--- src/rtl/regfile16_onehot.sv ---
// rtl/regfile16_onehot.sv - 16-entry register file, one-hot write select, two registered read ports
// Same-cycle write-to-read forwarding is enabled by defining REGFILE_BYPASS_EN.
module regfile16_onehot #(
    parameter int DATA_W = 8
) (
    input  logic              clk,
    input  logic              rst,
    input  logic              we,
    input  logic [15:0]       wsel,
    input  logic [DATA_W-1:0] wdata,
    input  logic [3:0]        ra,
    input  logic [3:0]        rb,
    output logic [DATA_W-1:0] rdata_a,
    output logic [DATA_W-1:0] rdata_b,
    input  logic              clr_err,
    output logic              sel_err
);

    logic [DATA_W-1:0] regs_q [16];
    logic [DATA_W-1:0] regs_d [16];
    logic [DATA_W-1:0] rdata_a_q, rdata_a_d;
    logic [DATA_W-1:0] rdata_b_q, rdata_b_d;
    logic              sel_err_q, sel_err_d;

    logic sel_onehot;
    logic write_ok;
    logic write_bad;

    // Clearing the lowest set bit leaves zero only for a single-bit vector.
    assign sel_onehot = (wsel != 16'd0) && ((wsel & (wsel - 16'd1)) == 16'd0);
    assign write_ok   = we && sel_onehot;
    assign write_bad  = we && !sel_onehot;

    always_comb begin
        for (int k = 0; k < 16; k++) begin
            regs_d[k] = regs_q[k];
            if (write_ok && wsel[k]) begin
                regs_d[k] = wdata;
            end
        end
    end

    always_comb begin
        rdata_a_d = regs_q[ra];
        rdata_b_d = regs_q[rb];
`ifdef REGFILE_BYPASS_EN
        if (write_ok && wsel[ra]) begin
            rdata_a_d = wdata;
        end
        if (write_ok && wsel[rb]) begin
            rdata_b_d = wdata;
        end
`endif
    end

    // A bad write in the same cycle as clr_err keeps the flag set.
    always_comb begin
        sel_err_d = sel_err_q;
        if (clr_err) begin
            sel_err_d = 1'b0;
        end
        if (write_bad) begin
            sel_err_d = 1'b1;
        end
    end

    always_ff @(posedge clk) begin
        if (rst) begin
            for (int k = 0; k < 16; k++) begin
                regs_q[k] <= '0;
            end
            rdata_a_q <= '0;
            rdata_b_q <= '0;
            sel_err_q <= 1'b0;
        end else begin
            for (int k = 0; k < 16; k++) begin
                regs_q[k] <= regs_d[k];
            end
            rdata_a_q <= rdata_a_d;
            rdata_b_q <= rdata_b_d;
            sel_err_q <= sel_err_d;
        end
    end

    assign rdata_a = rdata_a_q;
    assign rdata_b = rdata_b_q;
    assign sel_err = sel_err_q;

endmodule

--- config.mk ---
export PLATFORM = sky130hd
export DESIGN_NAME = regfile16_onehot
export DESIGN_NICKNAME = d
export VERILOG_FILES = /design/src/rtl/regfile16_onehot.sv
export SDC_FILE = /design/constraint.sdc
export NUM_CORES = 1
export LEC_CHECK = 0
export ABC_AREA = 1
export CELL_PAD_IN_SITES_DETAIL_PLACEMENT = 0
export CELL_PAD_IN_SITES_GLOBAL_PLACEMENT = 2
export CORE_AREA = 2 2 152 154
export CTS_BUF_LIST = sky130_fd_sc_hd__clkbuf_8
export DETAILED_ROUTE_END_ITERATION = 12
export DIE_AREA = 0 0 154 156
export GPL_TIMING_DRIVEN = 0
export PLACE_DENSITY = 0.76
export SLEW_MARGIN = 25
export SYNTH_ARGS = -nofsm -noshare
export SYNTH_HDL_FRONTEND = slang
export SYNTH_SLANG_ARGS = --single-unit
--- constraint.sdc ---
create_clock -name clk -period 2 [get_ports clk]
set_input_delay 0.3 -clock clk [delete_from_list [all_inputs] [get_ports clk]]
set_output_delay 0.3 -clock clk [all_outputs]
set_load 0.05 [all_outputs]
==> Word-level counts from Yosys, hierarchy flattened <==
Memories as Yosys holds them, arrays and structs flattened. A register that Yosys moved wholly into a read port is not among the register bits.
Index checks and enable logic that the tools add are counted.
{ "totals": {"n_memories": 1, "ramBits": 128, "register_bits": 1, "in_bits": 36} }
{ "memory_table": {"columns": ["name", "depth", "width", "read_ports", "rd_ports_with_merged_regs", "wr", "line", "rtl"], "rows": [
  ["regs_q", 16, 8, 2, 2, 16, "19", "logic [DATA_W-1:0] regs_q [16];"]
]} }
{ "classes": {"addsub": 1, "eq_ne": 16, "mux": 37, "n_bitwise": 17, "n_reduce_logical": 39} }
{ "ops": {"columns": ["cell", "n"], "rows": [
  ["$mux W8", 32],
  ["$reduce_and A2 Y1", 16],
  ["$logic_and A1 B1 Y1", 19],
  ["$and A16 B16 Y16", 1],
  ["$logic_not A16 Y1", 1],
  ["$ne A1 B1 Y1 const B", 16],
  ["$or A1 B1 Y1", 16],
  ["$reduce_bool A16 Y1", 1],
  ["$sub A16 B1 Y16 const B", 1],
  ["$mux W1", 5],
  ["$reduce_bool A2 Y1", 1],
  ["$logic_not A1 Y1", 1]
]} }

==> Depth between registers and ports, before layout <==
Gate-level depths: netlist of run 1.
{ "depth": {"ltp_word": 9, "depth_mapped": 12} }

==> Worst setup path before layout of run 1 <==
Ideal clock, no wire load.
{ "synth_path": {"path_kind": "input -> register", "startpoint": "input port wsel[2]", "endpoint": "memory regs_q[3][0] (enable)", "setup_ns": 0.329, "arrival_time_ns": 1.672, "path_slack_ns": -0.001, "path_stages": 10, "path_cell_list": "nor2_1 nand3_1 o21ai_0 nand2_1 nor2_1 nand2_2 nor2_8 buf_12 nand3_4 nand2_1"} }
{ "synth_rtl": {"columns": ["item", "line", "rtl"], "rows": [
  ["from (decl)", "9", "input logic [15:0] wsel,"],
  ["to (decl)", "19", null]
]} }

==> out/results.tsv, run 1 <==
stage	metric	value	unit
outcome	outcome	finished clean	
worst_setup_path	r2r endpoint	rdata_b[4]$_SDFF_PP0_	
worst_setup_path	R2R depth	6	
drt	via count	6701	
run	total of max-cap violations	0	
power_and_ir_drop	Pwr Density	823	nW/um^2
drt	initial DRC count	792	
worst_setup_path	crit path from	ra[0]	
drt	WL per Instance	24.6	um
drt	antenna-violating nets left	0	
worst_setup_path	CP Class	in2reg	
placement	GPL Wtd Cong	0.937	
grt	antenna violations before repair	0	
drt	WL final	29.7	mm
sta	final worst-path cycle share	99.0	%
finish	# fillers	2241	
clock_tree	Max Buffers Root-to-Sink	2	
sta	measured slew at the worst slew-check pin	0.911	ns
sta	Worst Skew	0.0102	ns
worst_setup_path	crit-path max FO	10	
placement	PortBufs	43	
worst_setup_path	reg2reg setup slack	0.61	ns
clock_tree	CTS H-tree depth	4	
finish	most frequent cells in the layout	o21ai_0, edfxtp_1, nor2_1	
floorplanning	Starting Density	33.5	%
drt	met3 wire length	2.30	mm
drt	Top Layer Used	met4	
logic_synthesis	cells after synthesis	839	
drt	DR vias/cell	5.56	
worst_setup_path	most used cell, CP	o211ai_1	
drt	residual DRC count	0	
logic_synthesis	Synthesized Nets	875	
worst_setup_path	Cell Chain, Critical Path	clkdlybuf4s50_1 -> clkbuf_1 -> o21ai_0 -> o211ai_1 -> o211ai_1 -> a21oi_1	
grt	global route overflow	0	
floorplanning	full die area	24000	sq um
worst_setup_path	Worst EP required	2.39	ns
worst_setup_path	crit path DAT	2.37	ns
finish	commonest non-fill, non-tap cell in the layout	o21ai_0	
sta	max-slew violations	0	
finish	Nets	943	
clock_tree	clock slew at reported path FFs	0.09	ns
logic_synthesis	Synth warnings	0	
power_and_ir_drop	Tot Pwr	7.57	mW
power_and_ir_drop	leakage power	3.27	nW
floorplanning	die height	156	um
clock_tree	Num CTS Buffers	17	
sta	unrepaired setup endpoints after global routing	no	
clock_tree	clock sink count	145	
worst_setup_path	Crit. End Element	flop	
logic_synthesis	register bit total from synthesis	145	
worst_setup_path	worst setup path end	rdata_a[2]$_SDFF_PP0_	
finish	Multi-input gate area	3120	sq um
sta	fmax	0.505	GHz
worst_setup_path	Worst path depth	6	
sta	max_slew headroom	39.3	%
finish	register area	4180	sq um
drt	met2 wire length	13.5	mm
logic_synthesis	Synth Cell Area	7490	sq um
grt	gr usage total	25.1	%
finish	share of layout cells above drive strength 1	14.2	%
sta	worst hold slack	0.230	ns
grt	vias in the first global route	6429	
sta	Tmin final	1.98	ns
power_and_ir_drop	VDD IR max	0.348	mV
logic_synthesis	Seq/Total Area, Yosys	55.9	%
sta	Final setup viols	0	
worst_setup_path	max incr delay on CP	0.69	ns
worst_setup_path	R2R Path Start	regs_q[1][4]$_SDFFCE_PN0P_	
floorplanning	Placeable Area	22400	sq um
placement	dpl cells	1167	
hold_path	Min-Delay Path Class	in2reg	
floorplanning	Core Rows	55	
grt	global-route wire length before repair	42.9	mm
floorplanning	I/O pin cnt	53	
clock_tree	Skew-Pair Late Insertion Delay	0.46	ns
drt	DR pass1 iterations	5	
worst_setup_path	Max stage delay cell, worst path	clkbuf_1	
finish	area grow syn2layout	22.7	%
sta	Final Hold Fails	0	
worst_setup_path	delay-heaviest family, CP	buffers and inverters	
worst_setup_path	Buf/Inv on CP	2	
worst_setup_path	Startpoint Class	input port	
placement	Detailed Place HPWL	21.4	mm
drt	wire length on met1	12.8	mm
logic_synthesis	syn avg cell area	8.93	sq um
finish	Cell Count, Final, Fillers Out	1205	
grt	largest net degree at the start of global routing	17	
clock_tree	Root Driver	clkbuf_8	
finish	ant diodes	0	
clock_tree	cts hold-fix bufs	0	
logic_synthesis	Distinct cells, synth	22	
clock_tree	CTS tree	done	
floorplanning	die width	154	um
[power by group]
part           switching (mW)  leakage [nW]  internal [mW]  total (mW)
Clock                    1.24         0.239           1.63        2.87
Combinational           0.824          1.67          0.300        1.12
Sequential             0.0899          1.36           3.49        3.58
Total                    2.15          3.27           5.42        7.57
[metrics by stage]
stage                     utilization (%)  setup WS (ns)  area [sq um]   TNS, ns
after floorplan                         -         0.0534          7490         0
after global placement               37.0          -1.06          8280   -203.17
after detailed placement             37.0          -1.05          8280   -199.23
after CTS                            41.0       -0.00389          9170  -0.00770
after global routing                 41.1        0.00897          9200         0
final                                41.1         0.0209          9200         0
[final cells by class]
class                      count  share of cell area [%]
clock inverter                15                    2.78
multi-input combinational    558                    33.9
tap                          285                    3.88
sequential                   145                    45.5
inverter                      75                    3.10
buffer                        61                    2.98
timing repair buffer          49                    5.32
clock buffer                  17                    2.54
[metal layers]
metal  up-vias  track usage, %
met5         -               0
met4         0            10.3
met3        57            4.50
met2       335            39.9
met1      3242            34.1
li1       3067               -
[how the worst min path moves through the flow]
| stage | end | slack [ns] | start | depth (start not counted) |
|---|---|---|---|---|
| after CTS | sel_err$_SDFFE_PP0P_ | 0.21 | rst | 2 |
| after floorplan | sel_err$_SDFFE_PP0P_ | 0.46 | clr_err | 3 |
| after global placement | sel_err$_SDFFE_PP0P_ | 0.47 | sel_err$_SDFFE_PP0P_ | 2 |
| after detailed placement | sel_err$_SDFFE_PP0P_ | 0.46 | sel_err$_SDFFE_PP0P_ | 2 |
| after global routing | sel_err$_SDFFE_PP0P_ | 0.22 | rst | 2 |
| final | sel_err$_SDFFE_PP0P_ | 0.23 | rst | 2 |
[synth_stat cells]
cell type,number,share of area (%)
nand3_4,4,0.94
nor2_2,9,0.75
o21ai_1,2,0.13
nor2_1,122,6.1
o21ai_0,133,8.9
buf_1,7,0.35
o211ai_1,46,4.6
buf_12,1,0.27
clkinv_1,3,0.15
nand2_1,75,3.8
nand3_2,6,0.80
clkbuf_1,52,2.6
nand3_1,56,3.7
o21bai_1,1,0.10
dfxtp_1,17,4.5
a21oi_1,100,6.7
inv_1,72,3.6
buf_2,1,0.067
nor2_4,1,0.15
nor2_8,1,0.27
edfxtp_1,128,51
nand2_2,2,0.17
[registers in the layout, summed over array words and instances (netlist names)]
signal / count
regs_q: 128
rdata_a: 8
rdata_b: 8
sel_err: 1
[logic make-up (layout without fill, tap and decap cells)]
kind of cell / after synthesis / count (layout) / synth area share (%)
compound gates: 282 / 282 / 20.4
simple gates: 276 / 276 / 16.7
flops: 145 / 145 / 55.9
buf+inv: 136 / 217 / 7.05
[worst register-to-register path, cell delays in order, from the launching register on]
cell	delay (ns)
edfxtp_1	0.47
inv_1	0.12
a21oi_1	0.07
o21ai_0	0.10
o21ai_0	0.17
o211ai_1	0.23
a21oi_1	0.10
[what timing repair did]
action,CTS,global route
resized for setup,96,46
pin swaps,13,12
buffers inserted,5,0
cloned,1,0
endpoints found under the setup margin,203,157
(Power assumes the default switching activity.)
==> run 2, diff against run 1 <==
RECOVER_POWER = 100   (was unset)
==> run 2 against run 1 <==
Combinational power barely moved. Wire length barely moved. Sequential share of layout area rose by 0.48 points. Critical path type unchanged. Utilization fell by 0.43 points. Via count fell by 0.94%. Die area did not move. The flow now finishes with violations (negative setup slack). Global-route usage did not move. Critical path depth did not move. Design area fell by 1.0%. Sequential cell count did not move. Power fell by 0.28%. Highest routed layer unchanged.
==> out/results.tsv, run 2 (same netlist as run 1, synthesis figures left out) <==
stage	metric	value	unit
sta	measured slew at the worst slew-check pin	0.907	ns
drt	WL final	29.7	mm
finish	Cell Count, Final, Fillers Out	1205	
sta	final worst-path cycle share	101	%
floorplanning	I/O pin cnt	53	
power_and_ir_drop	Seq pwr share	47.4	%
outcome	failing checks	negative setup slack	
drt	antenna-violating nets left	0	
clock_tree	clock sink count	145	
finish	Top reg by flops	regs_q	
placement	dpl cells	1167	
finish	max reg flops	128	
grt	largest net degree at the start of global routing	17	
sta	max_slew headroom	39.5	%
finish	Nets	943	
finish	commonest non-fill, non-tap cell in the layout	o21ai_0	
power_and_ir_drop	Int Pwr	5.41	mW
worst_setup_path	Crit. End Element	flop	
worst_setup_path	crit-path max FO	10	
sta	Worst Skew	0.00925	ns
grt	gr usage total	25.1	%
placement	Detailed Place HPWL	21.4	mm
finish	share of layout cells above drive strength 1	13.9	%
grt	global route overflow	0	
outcome	outcome	finished, violations left	
clock_tree	CTS tree	done	
sta	Final setup viols	2	
power_and_ir_drop	Combinational Power Share	14.7	%
run	total of max-cap violations	0	
power_and_ir_drop	clock group share of total power	37.9	%
grt	antenna violations before repair	0	
clock_tree	Root Driver	clkbuf_8	
drt	WL per Instance	24.6	um
placement	GPL Wtd Cong	0.937	
finish	most frequent cells in the layout	o21ai_0, edfxtp_1, nor2_1	
power_and_ir_drop	sw frac	28.4	%
finish	utilization after layout	40.7	%
floorplanning	Core Rows	55	
clock_tree	Num CTS Buffers	17	
worst_setup_path	Startpoint Class	input port	
sta	fmax	0.496	GHz
sta	unrepaired setup endpoints after global routing	no	
drt	DR pass1 iterations	5	
drt	DR vias/cell	5.51	
grt	global-route wire length before repair	42.9	mm
finish	# fillers	2258	
clock_tree	clock slew at reported path FFs	0.09	ns
clock_tree	CTS H-tree depth	4	
worst_setup_path	Worst EP required	2.36	ns
power_and_ir_drop	P_sw	2.14	mW
placement	PortBufs	43	
finish	area grow syn2layout	21.5	%
floorplanning	Starting Density	33.5	%
worst_setup_path	reg2reg setup slack	0.63	ns
drt	initial DRC count	765	
power_and_ir_drop	VDD IR max	0.352	mV
worst_setup_path	CP Class	in2reg	
sta	setup ws final	-0.0178	ns
floorplanning	die width	154	um
power_and_ir_drop	Tot Pwr	7.55	mW
sta	Final Hold Fails	0	
floorplanning	die height	156	um
power_and_ir_drop	leakage power	3.26	nW
floorplanning	full die area	24000	sq um
floorplanning	Placeable Area	22400	sq um
drt	via count	6638	
clock_tree	Skew-Pair Late Insertion Delay	0.45	ns
sta	TNS Setup	-0.0303	ns
drt	residual DRC count	0	
sta	Tmin final	2.02	ns
sta	max-slew violations	0	
grt	vias in the first global route	6429	
clock_tree	Max Buffers Root-to-Sink	2	
hold_path	Min-Delay Path Class	in2reg	
worst_setup_path	crit path DAT	2.38	ns
finish	ant diodes	0	
power_and_ir_drop	Pwr Density	830	nW/um^2
-- run 2: changes by cell type in the layout (fill, tap and decap cells not counted) --
cell / change
nand2_4: +2
clkdlybuf4s50_1: -6
nand2_2: +4
clkbuf_1: +1
buf_1: -1
dlygate4sd3_1: +6
nor2_2: -3
nand2_8: -6
nor2_1: +3
buf_12: -1
buf_2: +1
-- run 2: critical path, stage by stage --
cell and delay [ns]:
clkdlybuf4s50_1 0.56, clkbuf_1 0.71, o21ai_0 0.21, o211ai_1 0.17
nand3_1 0.15, a21oi_1 0.26
-- run 2: power by group through the flow --
| stage | Clock [mW] | Sequential [mW] | Combinational (mW) |
|---|---|---|---|
| 2_1_floorplan | 0 | 3.71 | 0.502 |
| 3_3_place_gp | 0 | 3.64 | 1.07 |
| 3_5_place_dp | 0 | 3.65 | 1.06 |
| 4_1_cts | 2.88 | 3.57 | 1.10 |
| 5_1_grt | 2.99 | 3.59 | 1.17 |
| 6_report | 2.86 | 3.58 | 1.11 |
-- run 2: repair_timing --
item / CTS / global route
hold buffers: 0 / 0
cloned: 1 / 0
pin swaps: 13 / 12
buffers inserted: 5 / 0
gates resized for setup: 96 / 46
endpoints found under the setup margin: 203 / 157
-- run 2: final timing paths --
| kind | start | endpoint | cells past startpoint |
|---|---|---|---|
| setup / recovery | ra[0] | rdata_a[7]$_SDFF_PP0_ | 6 |
| hold / removal | rst | sel_err$_SDFFE_PP0P_ | 2 |
| setup reg to reg | regs_q[1][4]$_SDFFCE_PN0P_ | rdata_a[4]$_SDFF_PP0_ | 6 |
| hold reg to reg | sel_err$_SDFFE_PP0P_ | sel_err$_SDFFE_PP0P_ | 2 |
-- run 2: layout make-up --
cell class | instances | area (sq um) | area share [%]
tap | 285 | 357 | 3.92
timing repair buffer | 49 | 474 | 5.21
sequential | 145 | 4180 | 46.0
buffer | 61 | 274 | 3.01
multi-input combinational | 558 | 3040 | 33.4
clock buffer | 17 | 234 | 2.57
inverter | 75 | 285 | 3.13
clock inverter | 15 | 255 | 2.80
-- run 2: per-layer routing --
metal / vias to the layer above / global-route usage, % / share of wire [%]
met3: 56 / 4.50 / 7.0
met1: 3200 / 34.1 / 44
met5: - / 0 / 0
li1: 3066 / - / -
met2: 316 / 39.9 / 46
met4: 0 / 10.3 / 3.6
-- run 2: through the flow --
step / cell area [sq um] / hold WS (ns) / worst slack, ns
final: 9100 / 0.231 / -0.0178
after global routing: 9100 / 0.224 / 0.00411
after CTS: 9170 / 0.212 / -0.00389
after detailed placement: 8280 / 0.459 / -1.05
after global placement: 8280 / 0.472 / -1.06
after floorplan: 7490 / 0.463 / 0.0534
